[src/rtl/store_pkg.sv]
// Shared definitions for the store data path: funct3 codes, FSM states,
// byte masks and the lane shifter result bundle.
package store_pkg;

    localparam logic [2:0] F3_SB = 3'b000;
    localparam logic [2:0] F3_SH = 3'b001;
    localparam logic [2:0] F3_SW = 3'b010;

    localparam logic [3:0] MASK_B = 4'b0001;
    localparam logic [3:0] MASK_H = 4'b0011;
    localparam logic [3:0] MASK_W = 4'b1111;

    typedef enum logic [2:0] {
        ST_IDLE,
        ST_REQ_LO,
        ST_REQ_HI,
        ST_DONE,
        ST_ERR
    } state_t;

    // be8/d64 span two words: [3:0]/[31:0] is the low beat, [7:4]/[63:32] the high beat
    typedef struct packed {
        logic [7:0]  be8;
        logic [63:0] d64;
        logic        misaligned;
        logic        invalid;
    } lane_t;

endpackage

[src/rtl/store_lane_shifter.sv]
// Purpose: position store bytes into two-word lanes and flag bad/misaligned stores.
// Latency: combinational.
// Backpressure: none; pure function of its inputs.
module store_lane_shifter
    import store_pkg::*;
(
    input  logic [1:0]  off,
    input  logic [2:0]  funct3,
    input  logic [31:0] data,
    output lane_t       lane
);

    logic [3:0]  mask;
    logic [31:0] data_m;

    always_comb begin
        mask            = '0;
        data_m          = '0;
        lane.invalid    = 1'b0;
        lane.misaligned = 1'b0;
        case (funct3)
            F3_SB: begin
                mask   = MASK_B;
                data_m = {24'b0, data[7:0]};
            end
            F3_SH: begin
                mask            = MASK_H;
                data_m          = {16'b0, data[15:0]};
                lane.misaligned = (off == 2'b11);
            end
            F3_SW: begin
                mask            = MASK_W;
                data_m          = data;
                lane.misaligned = (off != 2'b00);
            end
            default: lane.invalid = 1'b1;
        endcase
        // Unused bytes are masked before shifting so disabled lanes stay zero
        lane.be8 = {4'b0, mask} << off;
        lane.d64 = {32'b0, data_m} << {off, 3'b000};
    end

endmodule

[src/rtl/store_data_aligner.sv]
// Purpose: turn an RV32I store into one or two word-aligned memory writes with byte enables.
// Latency: accept T, mem_req T+1, st_done one cycle after the final grant (T+2 aligned, T+3 split).
// Backpressure: st_ready only in IDLE; beat outputs held stable while mem_gnt is low.
module store_data_aligner
    import store_pkg::*;
#(
    parameter bit ALLOW_MISALIGNED = 1'b1,
    parameter int ADDR_W           = 32
) (
    input  logic              clk,
    input  logic              rst,
    input  logic              st_valid,
    output logic              st_ready,
    input  logic [ADDR_W-1:0] st_addr,
    input  logic [31:0]       st_data,
    input  logic [2:0]        st_funct3,
    output logic              st_done,
    output logic              st_err,
    output logic              mem_req,
    output logic [ADDR_W-1:0] mem_addr,
    output logic [31:0]       mem_wdata,
    output logic [3:0]        mem_be,
    input  logic              mem_gnt
);

    state_t            state;
    state_t            state_nxt;
    lane_t             lane;
    logic [ADDR_W-1:0] base_addr;
    logic [ADDR_W-1:0] hi_addr;
    logic [3:0]        hi_be;
    logic [31:0]       hi_wdata;

    store_lane_shifter u_shift (
        .off    (st_addr[1:0]),
        .funct3 (st_funct3),
        .data   (st_data),
        .lane   (lane)
    );

    assign base_addr = {st_addr[ADDR_W-1:2], 2'b00};

    always_ff @(posedge clk) begin
        if (rst) begin
            state <= ST_IDLE;
        end else begin
            state <= state_nxt;
        end
    end

    always_comb begin
        state_nxt = state;
        st_ready  = 1'b0;
        st_done   = 1'b0;
        st_err    = 1'b0;
        mem_req   = 1'b0;
        case (state)
            ST_IDLE: begin
                st_ready = 1'b1;
                if (st_valid) begin
                    if (lane.invalid || (lane.misaligned && !ALLOW_MISALIGNED)) begin
                        state_nxt = ST_ERR;
                    end else begin
                        state_nxt = ST_REQ_LO;
                    end
                end
            end
            ST_REQ_LO: begin
                mem_req = 1'b1;
                if (mem_gnt) begin
                    state_nxt = (hi_be != 4'b0) ? ST_REQ_HI : ST_DONE;
                end
            end
            ST_REQ_HI: begin
                mem_req = 1'b1;
                if (mem_gnt) begin
                    state_nxt = ST_DONE;
                end
            end
            ST_DONE: begin
                st_done   = 1'b1;
                state_nxt = ST_IDLE;
            end
            ST_ERR: begin
                st_err    = 1'b1;
                state_nxt = ST_IDLE;
            end
            default: state_nxt = ST_IDLE;
        endcase
    end

    // Beat registers: low beat loaded on accept, high beat swapped in on the low grant
    always_ff @(posedge clk) begin
        if (rst) begin
            mem_addr  <= '0;
            mem_wdata <= '0;
            mem_be    <= '0;
            hi_addr   <= '0;
            hi_be     <= '0;
            hi_wdata  <= '0;
        end else begin
            case (state)
                ST_IDLE: begin
                    if (state_nxt == ST_REQ_LO) begin
                        mem_addr  <= base_addr;
                        mem_be    <= lane.be8[3:0];
                        mem_wdata <= lane.d64[31:0];
                        hi_addr   <= base_addr + ADDR_W'(4);
                        hi_be     <= lane.be8[7:4];
                        hi_wdata  <= lane.d64[63:32];
                    end
                end
                ST_REQ_LO: begin
                    if (mem_gnt) begin
                        if (state_nxt == ST_REQ_HI) begin
                            mem_addr  <= hi_addr;
                            mem_be    <= hi_be;
                            mem_wdata <= hi_wdata;
                        end else begin
                            mem_addr  <= '0;
                            mem_be    <= '0;
                            mem_wdata <= '0;
                        end
                    end
                end
                ST_REQ_HI: begin
                    if (mem_gnt) begin
                        mem_addr  <= '0;
                        mem_be    <= '0;
                        mem_wdata <= '0;
                    end
                end
                default: ;
            endcase
        end
    end

endmodule

[config.mk]
export PLATFORM = sky130hd
export DESIGN_NAME = store_data_aligner
export DESIGN_NICKNAME = d
export VERILOG_FILES = /design/src/rtl/store_pkg.sv /design/src/rtl/store_lane_shifter.sv /design/src/rtl/store_data_aligner.sv
export SDC_FILE = /design/constraint.sdc
export NUM_CORES = 1
export LEC_CHECK = 0
export ABC_AREA = 1
export CORE_MARGIN = 3
export CORE_UTILIZATION = 55
export DETAILED_ROUTE_END_ITERATION = 8
export PLACE_DENSITY_LB_ADDON = 0.2
export SLEW_MARGIN = 0
export SYNTH_ARGS = -nofsm -noshare
export SYNTH_HDL_FRONTEND = slang
export SYNTH_HIERARCHICAL = 1
export SYNTH_SLANG_ARGS = --single-unit
[constraint.sdc]
create_clock -name clk -period 2.3 [get_ports clk]
set_clock_uncertainty 0.05 [all_clocks]
set_input_delay 0.345 -clock clk [delete_from_list [all_inputs] [get_ports clk]]
set_output_delay 0.345 -clock clk [all_outputs]
set_load 0.02 [all_outputs]
==> flow_summary_export.csv <==
group,metric,value,unit
status,outcome,"finished, final reports clean",
detailed_routing,post-route-drc-count,0,
detailed_routing,wl,26900,µm
placed_design,placed_cells_incl_taps,1816,
floorplan,pin_count,143,
clock_tree,cts_hold_buf,0,
floorplan,die_h,131,µm
pwr,power_per_cell_area,752,nW/µm²
detailed_routing,avgViaCountPerCell,5.20,
global_routing,first_global_vias,8661,
floorplan,start_util,0.565,
finish,drive_gt1_frac,0.0856,
worst_setup_path,arrival,1.76,ns
pwr,ir_drop,540,µV
worst_setup_path,crit_fanout,5,
sta,drv_slew,0,
detailed_routing,first_iter_violations,1158,
global_routing,grt_pass1_wl,44200,µm
run,cap_violations,0,
sta,min_period,2.16,ns
floorplan,rows,45,
logic_synthesis,syn_avg_cell_area,5.81,µm²
sta,rsz0062_at_grt,"false",
placed_design,portBuffers,140,
finish,syn_to_final_growth,29.4,%
worst_setup_path,max_stage_delay,0.60,ns
clock_tree,clockRootBuffer,"clkbuf_16",
worst_setup_path,startpoint_type,"register",
worst_setup_path,path_cells,"nor3_2 -> buf_4 -> clkdlybuf4s50_1",
placed_design,place_congestion,0.993,
global_routing,grt.overflow.total,0,
finish,instances_no_fill,1847,
logic_synthesis,synthesis.area,8620,µm²
sta,min_period_over_period,0.939,
detailed_routing,num_vias,9603,
clock_tree,h-tree-depth,4,
worst_setup_path,crit_cells,3,
placed_design,hpwl,19100,µm
global_routing,antenna_found_initial,0,
clock_tree,cts_buffers,17,
worst_setup_path,required,1.90,ns
worst_setup_path,cp-end-kind,"output port",
clock_tree,cts_tree,"built",
worst_setup_path,cp_top_family,"buffers and inverters",
pwr,p_leak,5.41,nW
sta,hold_viol_final,0,
worst_setup_path,crit_type,"register to output port",
detailed_routing,wire_per_inst,14.6,µm
clock_tree,clkTransAtPathRegs,0.06,ns
sta,max_freq,463,MHz
detailed_routing,dr.pass1.iters,6,
floorplan,coreArea,15300,µm²
logic_synthesis,ys_warn_count,6,
sta,slew_headroom,0.628,
finish,fin_nets,1696,
global_routing,grt.total_usage,0.308,
worst_setup_path,path_buf_inv,2,
finish,n_antenna_cell,0,
floorplan,die_w,131,µm
worst_setup_path,slowest_stage,"clkdlybuf4s50_1",
sta,setup_violations,0,
detailed_routing,drtAntennaViolNets,0,
worst_setup_path,reg2reg_depth,8,
clock_tree,clockBufferDepth,2,
floorplan,die_area,17200,µm²
sta,fin_setup_tns,0,ns
global_routing,grt_max_degree,51,
logic_synthesis,postSynthCellCount,1483,
min_path,hold_class,"register to register",
sta,tightest_slew,0.559,ns
min_path,whs_path_depth,2,
clock_tree,clock_latency,0.43,ns
clock_tree,cts.sinks,135,
[path summary, 6_finish.rpt]
kind | to | slack, ns | start
setup reg to reg | mem_addr[24]$_SDFFE_PP0P_ | 0.40 | state[1]$_SDFF_PP0_
hold reg to reg | hi_wdata[25]$_SDFFE_PP0P_ | 0.40 | hi_wdata[25]$_SDFFE_PP0P_
hold / removal | hi_wdata[25]$_SDFFE_PP0P_ | 0.40 | hi_wdata[25]$_SDFFE_PP0P_
setup / recovery | st_ready | 0.14 | state[1]$_SDFF_PP0_
[cell usage in the layout, fill, tap and decap left out, types with 2 or more instances in the layout]
cell and n:
nand3_1 64, a21oi_1 72, nand4_1 78, clkdlybuf4s50_1 137, nor3_1 12, o211ai_1 7
xnor2_1 6, or2_2 4, inv_1 197, nand3b_1 6, dfxtp_1 134, inv_2 7
buf_4 61, nor2_4 2, nand2_1 435, o21ai_1 2, nand2_4 4, o21ai_0 60
dlygate4sd2_1 2, nor2_1 257, conb_1 11, clkinvlp_4 2, nor3_2 2, buf_12 17
nor3b_1 2, xor2_1 6, clkinv_2 5, clkbuf_1 4, nand3_2 10, clkbuf_16 17
[where the power goes]
group | leakage (nW) | internal, mW | switching [mW]
combinational | 4.04 | 1.22 | 1.75
sequential | 1.11 | 2.72 | 0.183
clock | 0.260 | 1.50 | 1.02
[area by class of cell]
| cell class | instances | area (µm²) |
|---|---|---|
| Multi-Input combinational cell | 1047 | 4680 |
| Fill cell | 1368 | 4110 |
| Sequential cell | 135 | 2700 |
| Timing Repair Buffer | 218 | 2200 |
| Inverter | 205 | 769 |
| Clock buffer | 22 | 454 |
| Tap cell | 211 | 264 |
| Clock inverter | 9 | 78.8 |
[metrics by stage]
stage / utilization / instance area, µm² / hold WS [ns] / total power [mW] / worst slack (ns)
global placement: 0.696 / 10600 / 0.387 / 5.84 / 0.0219
CTS: 0.731 / 11100 / 0.400 / 8.41 / 0.0580
finish: 0.731 / 11200 / 0.399 / 8.39 / 0.141
detailed placement: 0.696 / 10600 / 0.391 / 5.89 / -0.0392
global route: 0.731 / 11200 / 0.418 / 8.85 / 0.0664
floorplan: - / 8650 / 0.380 / 4.69 / 0.247
[timing repair]
action	CTS	global route
resized for setup	2	2
buffers inserted	0	0
setup endpoints to repair	2	2
[registers in the layout (all words and copies together) (netlist names)]
| signal | flops |
|---|---|
| hi_addr | 30 |
| hi_be | 4 |
| hi_wdata | 32 |
| mem_addr | 30 |
| mem_be | 4 |
| mem_wdata | 32 |
| state | 3 |
[tightest hold or removal path, delay by kind of cell, from the launching register on]
family | cells | cell delay (ns)
compound gates | 1 | 0.05
buf+inv | 1 | 0.06
flops | 1 | 0.29
[metal layers]
metal,share of wire,track usage
met1,0.47,0.460
met2,0.42,0.458
met3,0.094,0.0586
met5,0,0
met4,0.015,0.0788
Power figures use the tool's default switching activity.
